File: config.mk
export PLATFORM = sky130hd
export DESIGN_NAME = character_motion
export DESIGN_NICKNAME = d
export VERILOG_FILES = /design/src/rtl/character_motion.sv
export SDC_FILE = /design/constraint.sdc
export NUM_CORES = 1
export LEC_CHECK = 0
export CAP_MARGIN = 10
export CORE_MARGIN = 1
export CORE_UTILIZATION = 56
export DETAILED_ROUTE_END_ITERATION = 6
export GPL_TIMING_DRIVEN = 0
export HOLD_SLACK_MARGIN = 0.08
export PLACE_DENSITY = 0.82
export SKIP_LAST_GASP = 1
export SLEW_MARGIN = 15
export SYNTH_ARGS = -nofsm -noshare
export SYNTH_HDL_FRONTEND = slang
export SYNTH_SLANG_ARGS = --single-unit
File: constraint.sdc
create_clock -name Clk -period 4.21 [get_ports Clk]
set_input_delay 0.421 -clock Clk [delete_from_list [all_inputs] [get_ports Clk]]
set_output_delay 0.421 -clock Clk [all_outputs]
set_load 0.005 [all_outputs]
File: src/rtl/character_motion.sv
// Per-player sprite controller: frame-rate walk/jump/gravity motion plus the
// per-pixel coverage test and sprite ROM addressing (pose bank, mirroring).
module character_motion #(
    parameter int SPR_W   = 32,
    parameter int SPR_H   = 32,
    parameter int START_X = 40,
    parameter int START_Y = 400,
    parameter int X_MIN   = 0,
    parameter int X_MAX   = 607,
    parameter int Y_MIN   = 0,
    parameter int FLOOR_Y = 440,
    parameter int H_SPEED = 2,
    parameter int JUMP_V  = 12,
    parameter int GRAVITY = 1,
    parameter int V_MAX   = 10,
    parameter int AW      = $clog2(4*SPR_W*SPR_H)
) (
    input  logic          Clk,
    input  logic          Reset,
    input  logic          frame_clk,
    input  logic          left_key,
    input  logic          right_key,
    input  logic          jump_key,
    input  logic          solid_below,
    input  logic [9:0]    DrawX,
    input  logic [9:0]    DrawY,
    output logic [9:0]    pos_x,
    output logic [9:0]    pos_y,
    output logic          facing_left,
    output logic [1:0]    pose,
    output logic          is_sprite,
    output logic [AW-1:0] sprite_address
);
    localparam int CW = $clog2(SPR_W);
    localparam int RW = $clog2(SPR_H);
    localparam logic signed [10:0] XMIN_S  = 11'(X_MIN);
    localparam logic signed [10:0] XMAX_S  = 11'(X_MAX);
    localparam logic signed [10:0] YMIN_S  = 11'(Y_MIN);
    localparam logic signed [10:0] FLOOR_S = 11'(FLOOR_Y);
    localparam logic signed [10:0] HSPD_S  = 11'(H_SPEED);
    localparam logic [4:0] GRAV5 = 5'(GRAVITY);

    typedef enum logic [1:0] {GROUND, RISE, FALL} vstate_t;

    vstate_t            state;
    logic [4:0]         vy, vy_fall;
    logic [5:0]         vy_inc;
    logic               frame_q, frame_edge;
    logic               go_left, go_right, one_dir;
    logic signed [10:0] x_l, x_r, y_up, y_dn;

    assign frame_edge = frame_clk & ~frame_q;
    assign go_left    = left_key & ~right_key;
    assign go_right   = right_key & ~left_key;
    assign one_dir    = go_left | go_right;

    // 11-bit signed so edges of the screen clamp instead of wrapping
    assign x_l     = $signed({1'b0, pos_x}) - HSPD_S;
    assign x_r     = $signed({1'b0, pos_x}) + HSPD_S;
    assign y_up    = $signed({1'b0, pos_y}) - $signed({6'b0, vy});
    assign vy_inc  = {1'b0, vy} + 6'(GRAVITY);
    assign vy_fall = (vy_inc > 6'(V_MAX)) ? 5'(V_MAX) : vy_inc[4:0];
    assign y_dn    = $signed({1'b0, pos_y}) + $signed({6'b0, vy_fall});

    always_ff @(posedge Clk) begin
        if (Reset) begin
            frame_q     <= 1'b0;
            pos_x       <= 10'(START_X);
            pos_y       <= 10'(START_Y);
            vy          <= '0;
            state       <= GROUND;
            facing_left <= 1'b0;
            pose        <= 2'd0;
        end else begin
            frame_q <= frame_clk;
            if (frame_edge) begin
                if (go_left) begin
                    pos_x       <= (x_l < XMIN_S) ? 10'(X_MIN) : x_l[9:0];
                    facing_left <= 1'b1;
                end else if (go_right) begin
                    pos_x       <= (x_r > XMAX_S) ? 10'(X_MAX) : x_r[9:0];
                    facing_left <= 1'b0;
                end
                // pose always reflects the state being entered this frame
                case (state)
                    GROUND: begin
                        if (jump_key) begin
                            vy    <= 5'(JUMP_V);
                            state <= RISE;
                            pose  <= 2'd2;
                        end else if (!solid_below && pos_y != 10'(FLOOR_Y)) begin
                            vy    <= '0;
                            state <= FALL;
                            pose  <= 2'd3;
                        end else begin
                            pose  <= {1'b0, one_dir};
                        end
                    end
                    RISE: begin
                        if (y_up <= YMIN_S) begin
                            pos_y <= 10'(Y_MIN);
                            vy    <= '0;
                            state <= FALL;
                            pose  <= 2'd3;
                        end else begin
                            pos_y <= y_up[9:0];
                            if (vy <= GRAV5) begin
                                vy    <= '0;
                                state <= FALL;
                                pose  <= 2'd3;
                            end else begin
                                vy    <= vy - GRAV5;
                                pose  <= 2'd2;
                            end
                        end
                    end
                    FALL: begin
                        if (y_dn >= FLOOR_S) begin
                            pos_y <= 10'(FLOOR_Y);
                            vy    <= '0;
                            state <= GROUND;
                            pose  <= {1'b0, one_dir};
                        end else if (solid_below) begin
                            vy    <= '0;
                            state <= GROUND;
                            pose  <= {1'b0, one_dir};
                        end else begin
                            pos_y <= y_dn[9:0];
                            vy    <= vy_fall;
                            pose  <= 2'd3;
                        end
                    end
                    default: state <= GROUND;
                endcase
            end
        end
    end

    logic [10:0]   x_end, y_end;
    logic [CW-1:0] col_raw, col;
    logic [RW-1:0] row;

    assign x_end     = {1'b0, pos_x} + 11'(SPR_W);
    assign y_end     = {1'b0, pos_y} + 11'(SPR_H);
    assign is_sprite = (DrawX >= pos_x) && ({1'b0, DrawX} < x_end) &&
                       (DrawY >= pos_y) && ({1'b0, DrawY} < y_end);
    assign col_raw   = CW'(DrawX - pos_x);
    assign col       = facing_left ? (CW'(SPR_W-1) - col_raw) : col_raw;
    assign row       = RW'(DrawY - pos_y);
    assign sprite_address = is_sprite ?
        (AW'(pose) * AW'(SPR_W*SPR_H) + AW'(row) * AW'(SPR_W) + AW'(col)) : '0;
endmodule

Word level (Yosys, flattened, before mapping)
Index checks and enable logic that the tools add are counted.
{"block": "word_totals", "inputBits": 27, "out_inout_bits": 36, "reg_bits": 31}
{"block": "classes", "n_addsub": 13, "n_mux": 34, "order_cmp": 10, "n_eq_ne": 7, "n_reduce_logical": 14, "n_bitwise": 7}
{"operator": "10-bit 2-to-1 mux", "count": 7}
{"operator": "5-bit 2-to-1 mux", "count": 8}
{"operator": "10-bit by 6-bit adder with 11-bit output, second input constant", "count": 2}
{"operator": "10-bit by 11-bit < comparator with 1-bit output", "count": 2}
{"operator": "10-bit >= comparator", "count": 2}
{"operator": "2-bit 2-to-1 mux", "count": 10}
{"operator": "10-bit one-hot mux with 2 select lines", "count": 1}
{"operator": "5-bit one-hot mux with 3 select lines", "count": 1}
{"operator": "12-bit by 10-bit adder with 12-bit output", "count": 1}
{"operator": "12-bit by 5-bit adder with 12-bit output", "count": 1}
{"operator": "12-bit 2-to-1 mux", "count": 1}
{"operator": "3-bit != test, second input constant", "count": 4}
{"operator": "2-bit one-hot mux with 3 select lines", "count": 2}
{"operator": "10-bit by 2-bit adder with 11-bit output, second input constant", "count": 1}
{"operator": "10-bit by 5-bit adder with 11-bit output", "count": 1}
{"operator": "11-bit by 10-bit >= comparator with 1-bit output, second input constant", "count": 1}
{"operator": "11-bit greater-than comparator, second input constant", "count": 1}
{"operator": "11-bit by 1-bit <= comparator with 1-bit output, second input constant", "count": 1}
{"operator": "11-bit by 1-bit < comparator with 1-bit output, second input constant", "count": 1}
{"operator": "10-bit by 2-bit subtractor with 11-bit output, second input constant", "count": 1}
{"operator": "10-bit by 5-bit subtractor with 11-bit output", "count": 1}
{"operator": "10-bit by 9-bit != test with 1-bit output, second input constant", "count": 1}
{"operator": "5-bit subtractor", "count": 2}
{"operator": "5-bit by 1-bit adder with 6-bit output, second input constant", "count": 1}
{"operator": "18 further kinds", "count": 31}

Longest topological paths before layout
{"block": "logic_depth", "word_depth": 7, "mapped_depth": 19}

Least setup slack after synthesis
No wires, ideal clock.
{"block": "synth_timing", "path_type": "register to register", "start": "register vy[0]", "end": "register pos_y[7]", "stages_incl_launch_ff": 19, "arrival_time_ps": 3615, "setup_time_ps": 122, "slack_ps": 474, "path_cell_list": "dfxtp_1 -> inv_1 -> ha_1 -> nand2b_1 -> nand4_1 -> o31ai_1 -> a32oi_1 -> nor2_1 -> ha_1 -> inv_1 -> fa_1 -> nor2b_2 -> o2111ai_1 -> a211o_1 -> o211a_1 -> o21a_4 -> o31a_1 -> buf_4 -> a221o_1"}
{"block": "synth_between", "elab_chain_len": 7}
{"item": "from (decl)", "line": "46", "rtl": "logic [4:0] vy, vy_fall;"}
{"item": "from (signal assigned)", "line": "88", "rtl": "vy <= 5'(JUMP_V);"}
{"item": "from (signal assigned)", "line": "112", "rtl": "vy <= vy - GRAV5;"}
{"item": "from (signal assigned)", "line": "129", "rtl": "vy <= vy_fall;"}
{"item": "5-bit by 1-bit adder with 6-bit output", "line": "61", "rtl": "assign vy_inc = {1'b0, vy} + 6'(GRAVITY);"}
{"item": "6-bit by 4-bit greater-than comparator with 1-bit output", "line": "62", "rtl": "assign vy_fall = (vy_inc > 6'(V_MAX)) ? 5'(V_MAX) : vy_inc[4:0];"}
{"item": "5-bit 2-to-1 mux", "line": "62"}
{"item": "10-bit by 5-bit adder with 11-bit output", "line": "63", "rtl": "assign y_dn = $signed({1'b0, pos_y}) + $signed({6'b0, vy_fall});"}
{"item": "11-bit by 10-bit >= comparator with 1-bit output / 10-bit 2-to-1 mux (equally long branches)", "line": "118, 123"}
{"item": "3-bit != test (no line) / 10-bit 2-to-1 mux (equally long branches)"}
{"item": "3-bit AND reduction (no line) / 10-bit one-hot mux with 2 select lines (equally long branches)"}
{"item": "to (signal assigned)", "line": "69", "rtl": "pos_y <= 10'(START_Y);"}
{"item": "to (signal assigned)", "line": "119", "rtl": "pos_y <= 10'(FLOOR_Y);"}
{"item": "to (signal assigned)", "line": "128", "rtl": "pos_y <= y_dn[9:0];"}
{"item": "to (decl)", "line": "28", "rtl": "output logic [9:0] pos_y,"}
Parallel ways exist; a longest one is shown, timed or not. The select of a mux whose other input is x is not followed.
A chain may end at the register's enable or synchronous reset.

Worst setup path after layout
{"block": "layout_timing", "start": "register vy[0]", "end": "register pos_y[3]"}
Same word-level chain as after synthesis.

==> summary.txt <==
CTS
  • Register clock-pin slew on the reported worst setup and hold paths: 0.07 ns
  • Number of levels the H-tree was split into: 2
  • Sink count of the clock tree: 31
  • CTS tree: built
  • Number of clock buffers inserted by TritonCTS: 5
  • CTS Buffer Depth: 2
  • Master cell of the clock root buffer: sky130_fd_sc_hd__clkbuf_8
  • Latest clock arrival within the worst-skew pair: 0.29 ns
  • Post-CTS Hold Fix Bufs: 0

Worst setup path
  • Critical Path End Type: register
  • Peak fanout along the critical path: 10
  • CP Class: register to register
  • Reg2reg start: vy[0]
  • Crit path launch type: register
  • Worst Path Arrival: 4.31 ns
  • Worst Setup SP: vy[0]
  • Data required, critical path: 4.42 ns

Place
  • Setup slack at placement: -0.177 ns
  • Routability-driven placement congestion ratio: 0.961
  • Number of cells in the design after placement: 728
  • IO Port Bufs: 61
  • Post-DP HPWL: 9.84 mm

Yosys
  • Cell area after synthesis: 0.00422 mm^2
  • Ranking of synthesized cells by area: sky130_fd_sc_hd__ha_1 (17%), sky130_fd_sc_hd__dfxtp_1 (15%), sky130_fd_sc_hd__a21oi_1 (4.9%)
  • Number of enable-type register cells in the synthesized netlist: 0
  • Asr flop ratio synth: 0
  • Mapped Nets: 656
  • Flip-flop and latch count after synthesis: 31
  • Avg Synthesized Cell Area: 7.42 um^2
  • Area leader, netlist: sky130_fd_sc_hd__ha_1
  • Synth Warn #: 0
  • Number of different library cells in the post-synthesis netlist: 78
  • Part of the Yosys area used for sequential elements: 0.147
  • Leading register cell type out of synthesis: sky130_fd_sc_hd__dfxtp_1
  • Area share of the largest cell type after synthesis: 0.169
  • Gate Count Post-Synth: 568
  • Most numerous cell in the Yosys netlist: sky130_fd_sc_hd__ha_1
  • Most frequent cells after synthesis: sky130_fd_sc_hd__ha_1 (57), sky130_fd_sc_hd__inv_1 (51), sky130_fd_sc_hd__nor2_1 (50)

Floorplan
  • I/O pin count: 63
  • Die width: 88.8 um
  • Core ar.: 0.00725 mm^2
  • Floorplan row count: 31
  • DIE HEIGHT: 88.8 um
  • Initial core utilization: 0.581
  • Die Outline Area: 0.00788 mm^2

Detailed routing
  • Total Routed Length: 12.8 mm
  • Number of iterations in the first detailed-routing pass: 6
  • Final antenna-violating net count: 0
  • Starting DRT DRC Count: 384
  • Drc violations: 0
  • Vias post-DR: 4665
  • Average detailed-routed wire length per instance: 17.3 um
  • Per-cell via count in the routed design: 6.30

STA
  • Fin crit share: 0.974
  • Hold violation total from the final report: 0
  • Final worst-path setup slack: 0.107 ns
  • Setup repair after global routing missed its margin: true
  • Max Clock Skew: 0.00467 ns
  • Tmin final: 4.10 ns
  • Min Hold Slack: 0.512 ns
  • Fmax: 244 MHz
  • Final Max Slew Viols: 0
  • Finish-stage setup viols: 0
  • Worst relative slew slack: 0.562
  • Setup total negative slack: 0 ns
  • Actual transition at the worst max-transition pin: 0.653 ns

GRT
  • Global-route wire length before repair: 19.8 mm
  • Initial antenna violation count: 0
  • Global route overflow: 0
  • Total global-route track usage: 0.323
  • Maximum number of pins on one net before global-route repair: 12
  • Via count of the first global-routing pass: 4217

Status
  • Outcome: complete, no violations

Final layout
  • Multi-input combinational cell area: 0.00333 mm^2
  • Sequential Area: 633 um^2
  • FILL cells: 632
  • Share of cells above drive strength 1: 0.0966
  • P&R area growth vs syn: 22.3%
  • Fin cells: 741
  • Number of nets in the final layout: 729
  • Number of diodes added for antenna fixing: 0

Power and ir drop
  • VDD IR-drop max: 0.000205 V
  • Leak pwr: 2.04 nW
  • Power density over cell area: 205 mW/mm^2

Run
  • Number of max-cap violations: 0

Hold path
  • Worst Hold Class: register to register
  • Startpoint of the tightest hold check path: pose[1]
[cell type report]
class / instances / share of cell area
Buffer: 25 / 0.0262
Tap cell: 99 / 0.0240
Sequential cell: 31 / 0.123
Inverter: 53 / 0.0393
Clock inverter: 1 / 0.000971
Clock buffer: 7 / 0.0148
Multi-Input combinational cell: 459 / 0.646
Timing Repair Buffer: 66 / 0.126
[cell families (layout without fill, tap and decap cells)]
family / count (synthesis) / count (layout) / share of synthesized area
multiplexers: 3 / 3 / 0.00742
AND/OR/NAND/NOR: 190 / 190 / 0.230
XOR/XNOR: 26 / 26 / 0.0540
adder cells (fa/ha/maj): 61 / 61 / 0.188
other: 1 / 1 / 0.000890
buffers and inverters: 78 / 152 / 0.0778
AO/OA/AOI/OAI: 178 / 178 / 0.294
flip-flops: 31 / 31 / 0.147
[sequential cells by signal, summed over array words and instances (netlist names)]
register,cells
frame_q,1
pos_x,10
facing_left,1
pos_y,10
pose,2
state,2
vy,5
[power by group]
| group | internal [mW] | total (mW) | switching, mW | leakage (nW) |
|---|---|---|---|---|
| Clock | 0.116 | 0.236 | 0.120 | 0.0422 |
| Sequential | 0.309 | 0.331 | 0.0224 | 0.256 |
| Combinational | 0.213 | 0.490 | 0.278 | 1.74 |
[metrics by stage]
step                      instance area, um^2   util  power (mW)
final                                    5150  0.711        1.06
after global routing                     5150  0.711        1.12
after CTS                                5050  0.697        1.04
after detailed placement                 4950  0.682       0.802
after global placement                   4950  0.682       0.788
after floorplan                          4220      -       0.653
[layout by cell type, fill, tap and decap left out, drive strengths merged, types with 9 or more instances in the layout]
cell,count
clkdlybuf4s50,61
ha,57
inv,52
nor2,50
a21oi,41
o21ai,39
nand2,38
dfxtp,31
nor3,24
xnor2,19
buf,19
clkbuf,18
nand3,17
o21a,11
nor4,10
o31ai,10
nand4,9
a211oi,9
[timing repair]
action / in CTS / in global routing
setup buffers: 0 / 5
hold endpoints to repair: 0 / 0
endpoints found under the setup margin: 22 / 29
pin swaps: 0 / 7
gates resized for setup: 7 / 20
[final timing paths]
kind,slack [ns],endpoint,depth (start not counted)
max reg2reg,0.11,pos_y[3],19
max,0.11,pos_y[3],19
min,0.51,pose[1],2
min reg2reg,0.51,pose[1],2
[metal layers]
layer / share of wire / GRT usage
met1: 0.44 / 0.431
met2: 0.46 / 0.541
met3: 0.078 / 0.0392
met4: 0.023 / 0.103
met5: 0 / 0
[worst max-delay path: stages, from the launching register on]
cell	delay (ns)
sky130_fd_sc_hd__dfxtp_4	0.42
sky130_fd_sc_hd__inv_1	0.08
sky130_fd_sc_hd__ha_2	0.32
sky130_fd_sc_hd__nand2b_1	0.13
sky130_fd_sc_hd__nand4_1	0.11
sky130_fd_sc_hd__o31ai_1	0.11
sky130_fd_sc_hd__a32oi_2	0.17
sky130_fd_sc_hd__buf_4	0.18
sky130_fd_sc_hd__nor2_4	0.13
sky130_fd_sc_hd__inv_1	0.07
sky130_fd_sc_hd__ha_1	0.28
sky130_fd_sc_hd__a211o_2	0.38
sky130_fd_sc_hd__a21oi_1	0.25
sky130_fd_sc_hd__mux2i_1	0.29
sky130_fd_sc_hd__o22ai_2	0.14
sky130_fd_sc_hd__nand2_2	0.19
sky130_fd_sc_hd__nor3_4	0.07
sky130_fd_sc_hd__buf_6	0.15
sky130_fd_sc_hd__a311o_1	0.39
sky130_fd_sc_hd__a21oi_1	0.16
Note: power is estimated with default switching activity, not from simulation.
